--- config.mk ---
export PLATFORM = sky130hd
export DESIGN_NAME = string_byte_sequencer
export DESIGN_NICKNAME = d
export VERILOG_FILES = /design/src/rtl/string_seq_pkg.sv /design/src/rtl/string_char_select.sv /design/src/rtl/string_byte_sequencer.sv
export SDC_FILE = /design/constraint.sdc
export NUM_CORES = 1
export LEC_CHECK = 0
export CORE_MARGIN = 10
export CORE_UTILIZATION = 54
export DETAILED_ROUTE_END_ITERATION = 6
export HOLD_SLACK_MARGIN = 0.12
export PLACE_DENSITY_LB_ADDON = 0.05
export SLEW_MARGIN = 20
export SYNTH_ARGS = -nofsm -noshare
export SYNTH_HDL_FRONTEND = slang
export SYNTH_SLANG_ARGS = --single-unit
--- constraint.sdc ---
create_clock -name clk -period 4.8 [get_ports clk]
set_input_delay 1.2 -clock clk [delete_from_list [all_inputs] [get_ports clk]]
set_output_delay 1.2 -clock clk [all_outputs]
set_load 0.01 [all_outputs]
--- src/rtl/string_seq_pkg.sv ---
// Shared types and constants for the string byte sequencer.
// FSM encoding, character width and default string length.
package string_seq_pkg;

   localparam int CHAR_W        = 8;
   localparam int MAX_CHARS_DEF = 11;

   typedef enum logic [1:0] {
      IDLE = 2'd0,
      SEND = 2'd1,
      DONE = 2'd2
   } seq_state_t;

endpackage

--- src/rtl/string_char_select.sv ---
// Combinational character picker for a packed string.
// Character 0 sits in the most significant byte; out-of-range yields 0.
module string_char_select
   import string_seq_pkg::*;
#(
   parameter int MAX_CHARS = MAX_CHARS_DEF,
   parameter int IDX_W     = $clog2(MAX_CHARS+1)
) (
   input  logic [MAX_CHARS*CHAR_W-1:0] str,
   input  logic [IDX_W-1:0]            idx,
   output logic [CHAR_W-1:0]           ch
);

   // one-hot compare of idx against every legal position
   always_comb begin
      ch = '0;
      for (int i = 0; i < MAX_CHARS; i++) begin
         if (idx == IDX_W'(i)) begin
            ch = str[(MAX_CHARS-1-i)*CHAR_W +: CHAR_W];
         end
      end
   end

endmodule

--- src/rtl/string_byte_sequencer.sv ---
// Emits a substring of a captured packed string one byte per
// valid/ready handshake, with done/err status pulses.
module string_byte_sequencer
   import string_seq_pkg::*;
#(
   parameter int MAX_CHARS = MAX_CHARS_DEF,
   parameter int CNT_W     = $clog2(MAX_CHARS+1)
) (
   input  logic                        clk,
   input  logic                        rst,
   input  logic                        start,
   input  logic [MAX_CHARS*CHAR_W-1:0] str_in,
   input  logic [CNT_W-1:0]            start_idx,
   input  logic [CNT_W-1:0]            len,
   input  logic                        out_ready,
   output logic                        out_valid,
   output logic [CHAR_W-1:0]           out_byte,
   output logic                        out_last,
   output logic                        busy,
   output logic                        done,
   output logic                        err
);

   localparam int STR_W = MAX_CHARS*CHAR_W;
   localparam logic [CNT_W:0] MAX_EXT = (CNT_W+1)'(MAX_CHARS);

   seq_state_t       state;
   logic [STR_W-1:0] str_q;
   logic [CNT_W-1:0] idx_q;
   logic [CNT_W-1:0] rem_q;
   logic [CNT_W:0]   end_sum;
   logic             req_bad;
   logic             hs;
   logic [STR_W-1:0] sel_str;
   logic [CNT_W-1:0] sel_idx;
   logic [CHAR_W-1:0] sel_ch;

   // one extra bit so start_idx+len cannot wrap
   assign end_sum = {1'b0, start_idx} + {1'b0, len};
   assign req_bad = (len == '0) || (end_sum > MAX_EXT);
   assign hs      = out_valid && out_ready;

   // first byte comes from the live request, later ones from the copy
   always_comb begin
      sel_str = str_q;
      sel_idx = idx_q + CNT_W'(1);
      if (state == IDLE) begin
         sel_str = str_in;
         sel_idx = start_idx;
      end
   end

   string_char_select #(
      .MAX_CHARS (MAX_CHARS),
      .IDX_W     (CNT_W)
   ) u_sel (
      .str (sel_str),
      .idx (sel_idx),
      .ch  (sel_ch)
   );

   // control FSM with registered outputs; rem_q = bytes left after current
   always_ff @(posedge clk or posedge rst) begin
      if (rst) begin
         state     <= IDLE;
         str_q     <= '0;
         idx_q     <= '0;
         rem_q     <= '0;
         out_valid <= 1'b0;
         out_byte  <= '0;
         out_last  <= 1'b0;
         busy      <= 1'b0;
         done      <= 1'b0;
         err       <= 1'b0;
      end else begin
         done <= 1'b0;
         err  <= 1'b0;
         unique case (state)
            IDLE: begin
               if (start) begin
                  str_q <= str_in;
                  idx_q <= start_idx;
                  rem_q <= len - CNT_W'(1);
                  if (req_bad) begin
                     err <= 1'b1;
                  end else begin
                     state     <= SEND;
                     busy      <= 1'b1;
                     out_valid <= 1'b1;
                     out_byte  <= sel_ch;
                     out_last  <= (len == CNT_W'(1));
                  end
               end
            end
            SEND: begin
               if (hs) begin
                  if (out_last) begin
                     state     <= DONE;
                     out_valid <= 1'b0;
                     out_last  <= 1'b0;
                     out_byte  <= '0;
                     done      <= 1'b1;
                  end else begin
                     idx_q    <= idx_q + CNT_W'(1);
                     out_byte <= sel_ch;
                     rem_q    <= rem_q - CNT_W'(1);
                     out_last <= (rem_q == CNT_W'(1));
                  end
               end
            end
            DONE: begin
               state <= IDLE;
               busy  <= 1'b0;
            end
            default: begin
               state <= IDLE;
            end
         endcase
      end
   end

endmodule

; After elaboration in Yosys (flattened, before gate mapping)
; Cells that the tools add are included.
[op_classes]
reduce_logical = 13
muxes = 48
addsub = 4
n_lt_le_gt_ge = 1
n_eq_ne = 19
[op_table]
columns = operator, n
row1 = two-way mux 8 bit, 15
row2 = two-way mux 88 bit, 1
row3 = two-way mux 4 bit, 7
row4 = equality test 4 x 3 -> 1 bit (second input constant), 4
row5 = one-hot mux 4 bit (2 select lines), 2
row6 = one-hot mux 8 bit (2 select lines), 1
row7 = two-way mux 1 bit, 14
row8 = equality test 4 x 1 -> 1 bit (second input constant), 3
row9 = equality test 4 bit (second input constant), 3
row10 = AND reduction 4 bit, 3
row11 = inequality test 2 bit (second input constant), 5
row12 = equality test 4 x 2 -> 1 bit (second input constant), 2
row13 = logical NOT 4 bit, 2
row14 = two-way mux 2 bit, 4
row15 = subtractor 4 x 1 -> 4 bit (second input constant), 2
row16 = one-hot mux 1 bit (2 select lines), 3
row17 = adder 4 x 4 -> 5 bit, 1
row18 = > comparator 5 x 4 -> 1 bit (second input constant), 1
row19 = AND reduction 5 bit, 1
row20 = adder 4 x 1 -> 4 bit (second input constant), 1
row21 = one-hot mux 2 bit (2 select lines), 1
row22 = nonzero test 2 bit, 2
row23 = AND reduction 3 bit, 1
row24 = equality test 2 x 1 -> 1 bit (second input constant), 1
row25 = other kinds (5), 5
[word_totals]
ff_bits = 111
wordCells = 95
output_inout_bits = 13

; Longest topological paths before layout
; Gate-level depths: netlist of the first run.
[logic_depth]
ltp_word = 17
depth_mapped = 10

; Modules after synthesis
; Synthesis of the first run repeated with hierarchy kept, for this count alone.
[hier_totals]
hier_cells = 761
hier_area_um2 = 6789.0
[by_module_without_submodules]
columns = mod, instances, seq_area_each_um2, area_each_um2, cells_each
row1 = string_byte_sequencer, 1, 2777.7, 5719.2, 617
row2 = string_char_select, 1, 0.0, 1069.8, 144

; Worst setup path after synthesis of the first run
; Ideal clock, no wire load.
[synth_path]
kind = input to register
start = input port start_idx[0]
end = register out_byte[0]
setup_slack_ns = 1.504
cell_stages = 10
arrival_time_ns = 3.170
setup_ns = 0.126
required_ns = 4.674
cell_sequence = ha_1 -> inv_1 -> fa_1 -> xor2_1 -> nor3_1 -> mux2i_2 -> nand2_1 -> or3_1 -> buf_2 -> a221o_1
[synth_between]
elab_chain_cells = 16
elab_cells_between_ends = 33
classes_between = 1 x add/sub / 1 x order compare / 11 x eq/ne / 17 x mux / 3 x reduce/logical
[synth_lines]
columns = item, line
row1 = "start, declared", string_byte_sequencer.sv:13  ; input logic [CNT_W-1:0] start_idx,
row2 = two-way mux 4 bit, string_byte_sequencer.sv:47  ; if (state == IDLE) begin
row3 = logical NOT 4 bit, string_char_select.sv:18  ; if (idx == IDX_W'(i)) begin
row4 = two-way mux 8 bit (11 in series), string_char_select.sv:18
row5 = two-way mux 8 bit (on tied branches), "string_byte_sequencer.sv:97, string_byte_sequencer.sv:84"
row6 = two-way mux 8 bit (on tied branches), "string_byte_sequencer.sv:96, string_byte_sequencer.sv:80"
row7 = one-hot mux 8 bit (2 select lines), string_byte_sequencer.sv:78  ; unique case (state)
row8 = "end signal, assigned", string_byte_sequencer.sv:90  ; out_byte <= sel_ch;
row9 = "end signal, assigned", string_byte_sequencer.sv:105  ; out_byte <= sel_ch;
row10 = "end, declared", string_byte_sequencer.sv:17  ; output logic [CHAR_W-1:0] out_byte,
; Several ways; a longest one is shown, not always the timed one. The select of a mux whose other input is x is not followed.
; A chain may end at the register's enable or synchronous reset.

; Worst setup path after layout of the first run
[layout_path]
start = input port start_idx[0]
end = register out_byte[2]
; The elaborated chain is that of the path after synthesis.

==> metrics.md, run 1 <==
| Metric | Value |
|---|---|
| H-Tree Depth | `3` |
| Yosys reg bits | `111` |
| CP Capture Type | `flop` |
| Worst path required time | `5.04 ns` |
| Inserted Diodes | `0` |
| HP Class | `flop to flop` |
| Reg2reg setup slack | `1.64 ns` |
| TritonCTS buffer count | `9` |
| Synth-to-layout area growth | `21.2%` |
| Cts repair resizes | `0` |
| Die X | `132 um` |
| Worst skew pair latency | `0.37 ns` |
| Ys flop type | `dfrtp_1` |
| Final Slew Violations | `0` |
| Final setup fails | `0` |
| CP arrival | `4.11 ns` |
| Yosys top cell by area | `dfrtp_1` |
| CTS tree | `built` |
| Tot GR Track Use | `23.2%` |
| Placed Instances | `1,085` |
| Largest net degree at the start of global routing | `84` |
| Clk sinks | `111` |
| Syn avg cell area | `7.86 um2` |
| Total negative slack | `0 ns` |
| WL met1 | `8930 um` |
| Starting density of the core | `55.5%` |
| I/O pins | `113` |
| Total Wirelength | `20,400 um` |
| Number of synthesis warnings | `0` |
| Residual overflow from global routing | `0` |
| Fin cells | `1,101` |
| Core Area | `12,100 um2` |
| Hold_buf cts | `0` |
| NumNets Final | `1,039` |
| DP Area | `7850 um2` |
| RSZ-0062 raised after global routing | `false` |
| Via density | `5.81` |
| CTS root buf | `clkbuf_16` |
| Filler instances | `1,055` |
| Post-synth top area share | `41.3%` |
| Share of the yosys chip area belonging to registers | `41.3%` |
| Asr flop ratio synth | `100%` |
| Synthesized area | `6730 um2` |
| First-pass detailed-route iteration total | `5` |
| # Post-CTS Setup Buffers | `0` |
| Leak Pwr | `3.73 nW` |
| Max frequency | `258 MHz` |
| Cells after synthesis | `856` |
| Port Buf Inserts | `112` |
| Die area | `17,300 um2` |
| Total power | `5.26 mW` |
| Vias | `6,397` |
| Routability congestion estimate | `0.914` |
| Die Ht | `132 um` |
| Max VDD drop | `346 uV` |
| Slew Limit Headroom | `37.7%` |
| Syn Nets | `967` |
| Top post-synthesis cells by area | `dfrtp_1 41%, nand2_1 21%, mux2i_1 4.9%, a21oi_1 3.3%, o21ai_0 3.0%` |
| Hpwl dp | `14,400 um` |
| Final instance area | `8150 um2` |
| DRT antenna net count | `0` |
| CTS clk-pin slew, worst paths | `0.07 ns` |
| Final setup margin | `0.927 ns` |
| Clock Path Buffers | `2` |
| Clk_skew | `0.0120 ns` |
| First DRT Iteration DRCs | `510` |
| Top fanout value on the critical path | `9` |
| EDFF count, synth | `0` |
| Worst slack at placement | `0.585 ns` |
| Row cnt | `40` |
| # DRC | `0` |
| Worst-Margin Slew | `0.935 ns` |
| Fin. Hold Viols | `0` |
| Met2 WL post-DR | `9860 um` |
| # Max-Cap Violations | `0` |
| Hold Slack | `0.475 ns` |
| Power Dens Cells | `645 nW/um2` |
| Fin crit period | `3.87 ns` |
| Initial antenna violation count | `0` |
| Distinct cells, synth | `60` |
| Final core occ | `67.3%` |
| Uppermost layer routed | `met4` |
| Met3 wire len | `1270 um` |
| Vias in the first global route | `6,324` |
| Routed len/inst | `18.5 um` |
| Startpoint Class | `primary input` |
| Status | `completed` |
| Layout cell share with drive strength beyond 1 | `5.14%` |
| Final cycle utilization of the critical path | `80.7%` |
| First-pass GRT wire length | `33,300 um` |
| Crit path kind | `primary input to flop` |
[final timing paths]
kind                                       start                       to  depth (start not counted)
setup reg to reg            state[1]$_DFFE_PP0P_  out_byte[7]$_DFFE_PP0P_                          6
max in group asynchronous                    rst    str_q[78]$_DFFE_PP0P_                          3
hold / removal             str_q[78]$_DFFE_PP0P_    str_q[78]$_DFFE_PP0P_                          2
setup / recovery                    start_idx[0]  out_byte[2]$_DFFE_PP0P_                         10
min in group asynchronous                    rst    str_q[10]$_DFFE_PP0P_                          2
hold reg to reg            str_q[78]$_DFFE_PP0P_    str_q[78]$_DFFE_PP0P_                          2
[power by group]
| part | leakage, nW | internal, mW | switching, mW |
|---|---|---|---|
| clock network | 0.148 | 0.426 | 0.370 |
| logic | 2.21 | 1.04 | 1.77 |
| registers | 1.37 | 1.36 | 0.291 |
| total | 3.73 | 2.83 | 2.43 |
[routing by layer]
metal	track usage, %	vias up
li1	-	3058
met1	30.2	3079
met2	38.1	240
met3	5.53	20
met4	5.62	0
met5	0	-
[worst max-delay path, cell delays in order]
cell	delay (ns)
clkdlybuf4s50_1	0.57
ha_1	0.21
inv_1	0.06
fa_1	0.43
xor2_1	0.23
nor3_1	0.08
mux2i_2	0.25
nand2_1	0.10
or3_1	0.55
a221o_1	0.42
[registers in the layout, indices dropped and copies added (netlist names)]
signal	count
idx_q	4
out_byte	8
rem_q	4
out_valid	1
out_last	1
busy	1
state	2
err	1
done	1
str_q	88
[cell families (layout without fill, tap and decap cells)]
kind of cell,after synthesis,in the layout,share of synthesized area [%]
simple gates,456,456,27.8
compound gates,162,162,16.1
flops,111,111,41.3
buf+inv,68,145,5.08
mux,43,43,6.66
fa+ha+maj,11,11,2.16
xor+xnor,5,5,0.930
[synthesized netlist by cell type (8+ instances only)]
cell and count:
ha_1 10, nor2_1 13, a21oi_1 44, a32oi_1 16
clkbuf_1 17, o21ai_0 40, nor3_1 22, a31oi_1 10
mux2i_1 33, inv_1 14, nand2_1 373, o22ai_1 18
buf_2 26, a221o_1 8, dfrtp_1 111, nand3_1 21
[layout by cell type (no fill, tap or decap), types with 3 or more instances in the layout]
| cell | netlist | final |
|---|---|---|
| mux2_2 | 7 | 7 |
| nor2b_1 | 3 | 3 |
| ha_1 | 10 | 10 |
| inv_1 | 14 | 13 |
| a32oi_1 | 16 | 16 |
| nand4_1 | 6 | 6 |
| mux2i_1 | 33 | 33 |
| clkdlybuf4s50_1 | 0 | 112 |
| a221o_1 | 8 | 8 |
| a31oi_1 | 10 | 10 |
| o22ai_1 | 18 | 18 |
| nand2_1 | 373 | 372 |
| nand3_1 | 21 | 21 |
| nor2_1 | 13 | 13 |
| nor3_1 | 22 | 22 |
| clkbuf_16 | 0 | 9 |
| a21o_1 | 3 | 3 |
| buf_12 | 0 | 3 |
| xor2_1 | 3 | 3 |
| dfrtp_1 | 111 | 111 |
| o21ai_0 | 40 | 40 |
| a21oi_1 | 44 | 44 |
[layout make-up]
type	count	area (um2)	area share, %
multi-input combinational	677	3620	44.4
sequential	111	2780	34.1
timing repair buffer	115	1180	14.5
clock buffer	11	243	2.98
tap	168	210	2.58
clock inverter	5	66.3	0.813
inverter	14	55.1	0.675
No activity file was read; power rests on OpenSTA's default activity.
==> inputs of run 2 (changes only) <==
CORE_UTILIZATION = 49   (was 54)
clock period = 3.35 ns   (was 4.8 ns; I/O delays follow)
==> run 2 against run 1 <==
Effect of this change:
- first-iteration DRC count increased by 32%
- die area grew 8.6%
- sequential power is 43% higher
- final cell count grew 3.5%
- clock skew is 0.0040 ns lower
- total power up 49%
- critical endpoint is now out_byte[0]$_DFFE_PP0P_
- highest routed layer unchanged
==> metrics.md, run 2 (synthesis gave the netlist of run 1 again) <==
| Metric | Value |
|---|---|
| Status | `completed (unchanged)` |
| Fin. Hold Viols | `0 (unchanged)` |
| Most common cell after layout, fill and taps aside | `nand2_1 (unchanged)` |
| Worst skew pair latency | `0.36 ns (was 0.37 ns)` |
| Residual overflow from global routing | `0 (unchanged)` |
| # Max-Cap Violations | `0 (unchanged)` |
| Fin cells | `1,139 (was 1,101)` |
| Vias | `6,601 (was 6,397)` |
| Clk sinks | `111 (unchanged)` |
| Max frequency | `312 MHz` |
| Most frequent cells in the layout | `372 x nand2_1, 112 x clkdlybuf4s50_1, 111 x dfrtp_1 (unchanged)` |
| First DRT Iteration DRCs | `675 (was 510)` |
| Top fanout value on the critical path | `9 (unchanged)` |
| CP Capture Type | `flop (unchanged)` |
| DRT antenna net count | `0 (unchanged)` |
| Worst path required time | `3.59 ns (was 5.04 ns)` |
| Max FFs per register | `88 (unchanged)` |
| Via density | `5.80 (was 5.81)` |
| Row cnt | `42 (was 40)` |
| Filler instances | `1,183 (was 1,055)` |
| Routed len/inst | `18.7 um (was 18.5 um)` |
| Leak Pwr | `3.90 nW (was 3.73 nW)` |
| Placed Instances | `1,123 (was 1,085)` |
| Total Wirelength | `21,300 um (was 20,400 um)` |
| Initial antenna violation count | `0 (unchanged)` |
| Total negative slack | `0 ns (unchanged)` |
| Clk_skew | `0.00797 ns (was 0.0120 ns)` |
| Biggest register | `str_q (unchanged)` |
| # Post-CTS Setup Buffers | `0 (unchanged)` |
| Slew Limit Headroom | `55.9% (was 37.7%)` |
| Crit path kind | `primary input to flop (unchanged)` |
| # DRC | `0 (unchanged)` |
| NumNets Final | `1,069 (was 1,039)` |
| Starting density of the core | `50.4% (was 55.5%)` |
| Hpwl dp | `15,400 um (was 14,400 um)` |
| Fin crit period | `3.20 ns` |
| Power Dens Cells | `927 nW/um2 (was 645 nW/um2)` |
| H-Tree Depth | `3 (unchanged)` |
| Synth-to-layout area growth | `26.0% (was 21.2%)` |
| I/O pins | `113 (unchanged)` |
| Vias in the first global route | `6,536 (was 6,324)` |
| Die area | `18,800 um2 (was 17,300 um2)` |
| CP arrival | `3.44 ns (was 4.11 ns)` |
| Core Area | `13,300 um2 (was 12,100 um2)` |
| Die Ht | `137 um (was 132 um)` |
| Max VDD drop | `468 uV (was 346 uV)` |
| HP Class | `flop to flop (unchanged)` |
| Cts repair resizes | `1 (was 0)` |
| RSZ-0062 raised after global routing | `false (unchanged)` |
| Layout cell share with drive strength beyond 1 | `8.52% (was 5.14%)` |
| TritonCTS buffer count | `9 (unchanged)` |
| Startpoint Class | `primary input (unchanged)` |
| Clock Path Buffers | `2 (unchanged)` |
| Die X | `137 um (was 132 um)` |
| CTS clk-pin slew, worst paths | `0.07 ns (about the same)` |
| CTS root buf | `clkbuf_16 (unchanged)` |
| Port Buf Inserts | `112 (unchanged)` |
| Final cycle utilization of the critical path | `95.6%` |
| Final setup fails | `0 (unchanged)` |
| First-pass GRT wire length | `34,700 um (was 33,300 um)` |
| Hold_buf cts | `0 (unchanged)` |
| First-pass detailed-route iteration total | `5 (unchanged)` |
| Tot GR Track Use | `23.2% (about the same)` |
| Hold Slack | `0.474 ns (was 0.475 ns)` |
| Largest net degree at the start of global routing | `112 (was 84)` |
| Inserted Diodes | `0 (unchanged)` |
| Final Slew Violations | `0 (unchanged)` |
| Largest regs | `str_q (88), out_byte (8) (unchanged)` |
| CTS tree | `built (unchanged)` |
| Routability congestion estimate | `0.907 (was 0.914)` |
| Worst-Margin Slew | `0.658 ns (was 0.935 ns)` |
## run 2: cell type report
cell class | count | area [um2] | share of cell area [%]
Sequential cell | 111 | 2780 | 32.8
Multi-Input combinational cell | 677 | 3630 | 42.8
Clock inverter | 7 | 83.8 | 0.989
Clock buffer | 9 | 225 | 2.66
Tap cell | 176 | 220 | 2.60
Inverter | 14 | 56.3 | 0.664
Timing Repair Buffer | 145 | 1480 | 17.5
## run 2: path summary, 6_finish.rpt
path	slack (ns)	depth (start not counted)	end	from
min	0.47	2	str_q[85]$_DFFE_PP0P_	str_q[85]$_DFFE_PP0P_
min in group asynchronous	0.97	3	str_q[60]$_DFFE_PP0P_	rst
max reg2reg	0.62	7	out_byte[6]$_DFFE_PP0P_	state[0]$_DFFE_PP0P_
max	0.15	10	out_byte[0]$_DFFE_PP0P_	len[0]
max in group asynchronous	1.90	3	state[0]$_DFFE_PP0P_	rst
min reg2reg	0.47	2	str_q[85]$_DFFE_PP0P_	str_q[85]$_DFFE_PP0P_
## run 2: routing by layer
metal	wire [um]	track usage [%]
met1	8650	29.9
met2	10300	37.0
met3	1830	6.16
met4	491	7.44
met5	0	0
## run 2: report_power, final
part | switching, mW | internal, mW | total, mW | leakage, nW
sequential | 0.422 | 1.96 | 2.38 | 1.37
clock | 0.539 | 0.590 | 1.13 | 0.145
combinational | 2.63 | 1.72 | 4.35 | 2.38
## run 2: per-stage QoR
step           setup WS (ns)  utilization (%)  cell area (um2)  total power [mW]
4_1_cts                0.107             63.4             8470              7.82
2_1_floorplan          0.416                -             6730              5.29
3_3_place_gp          -0.266             61.1             8150              6.52
6_report               0.147             63.5             8480              7.86
5_1_grt              0.00555             63.5             8480              8.44
3_5_place_dp          -0.386             61.1             8150              6.66
## run 2: critical path, stage by stage
cell,delay (ns)
clkdlybuf4s50_1,0.51
ha_1,0.18
inv_1,0.06
fa_2,0.39
xor2_2,0.22
nor3_1,0.09
mux2i_2,0.21
nand2_1,0.10
or3_4,0.46
a221o_1,0.38
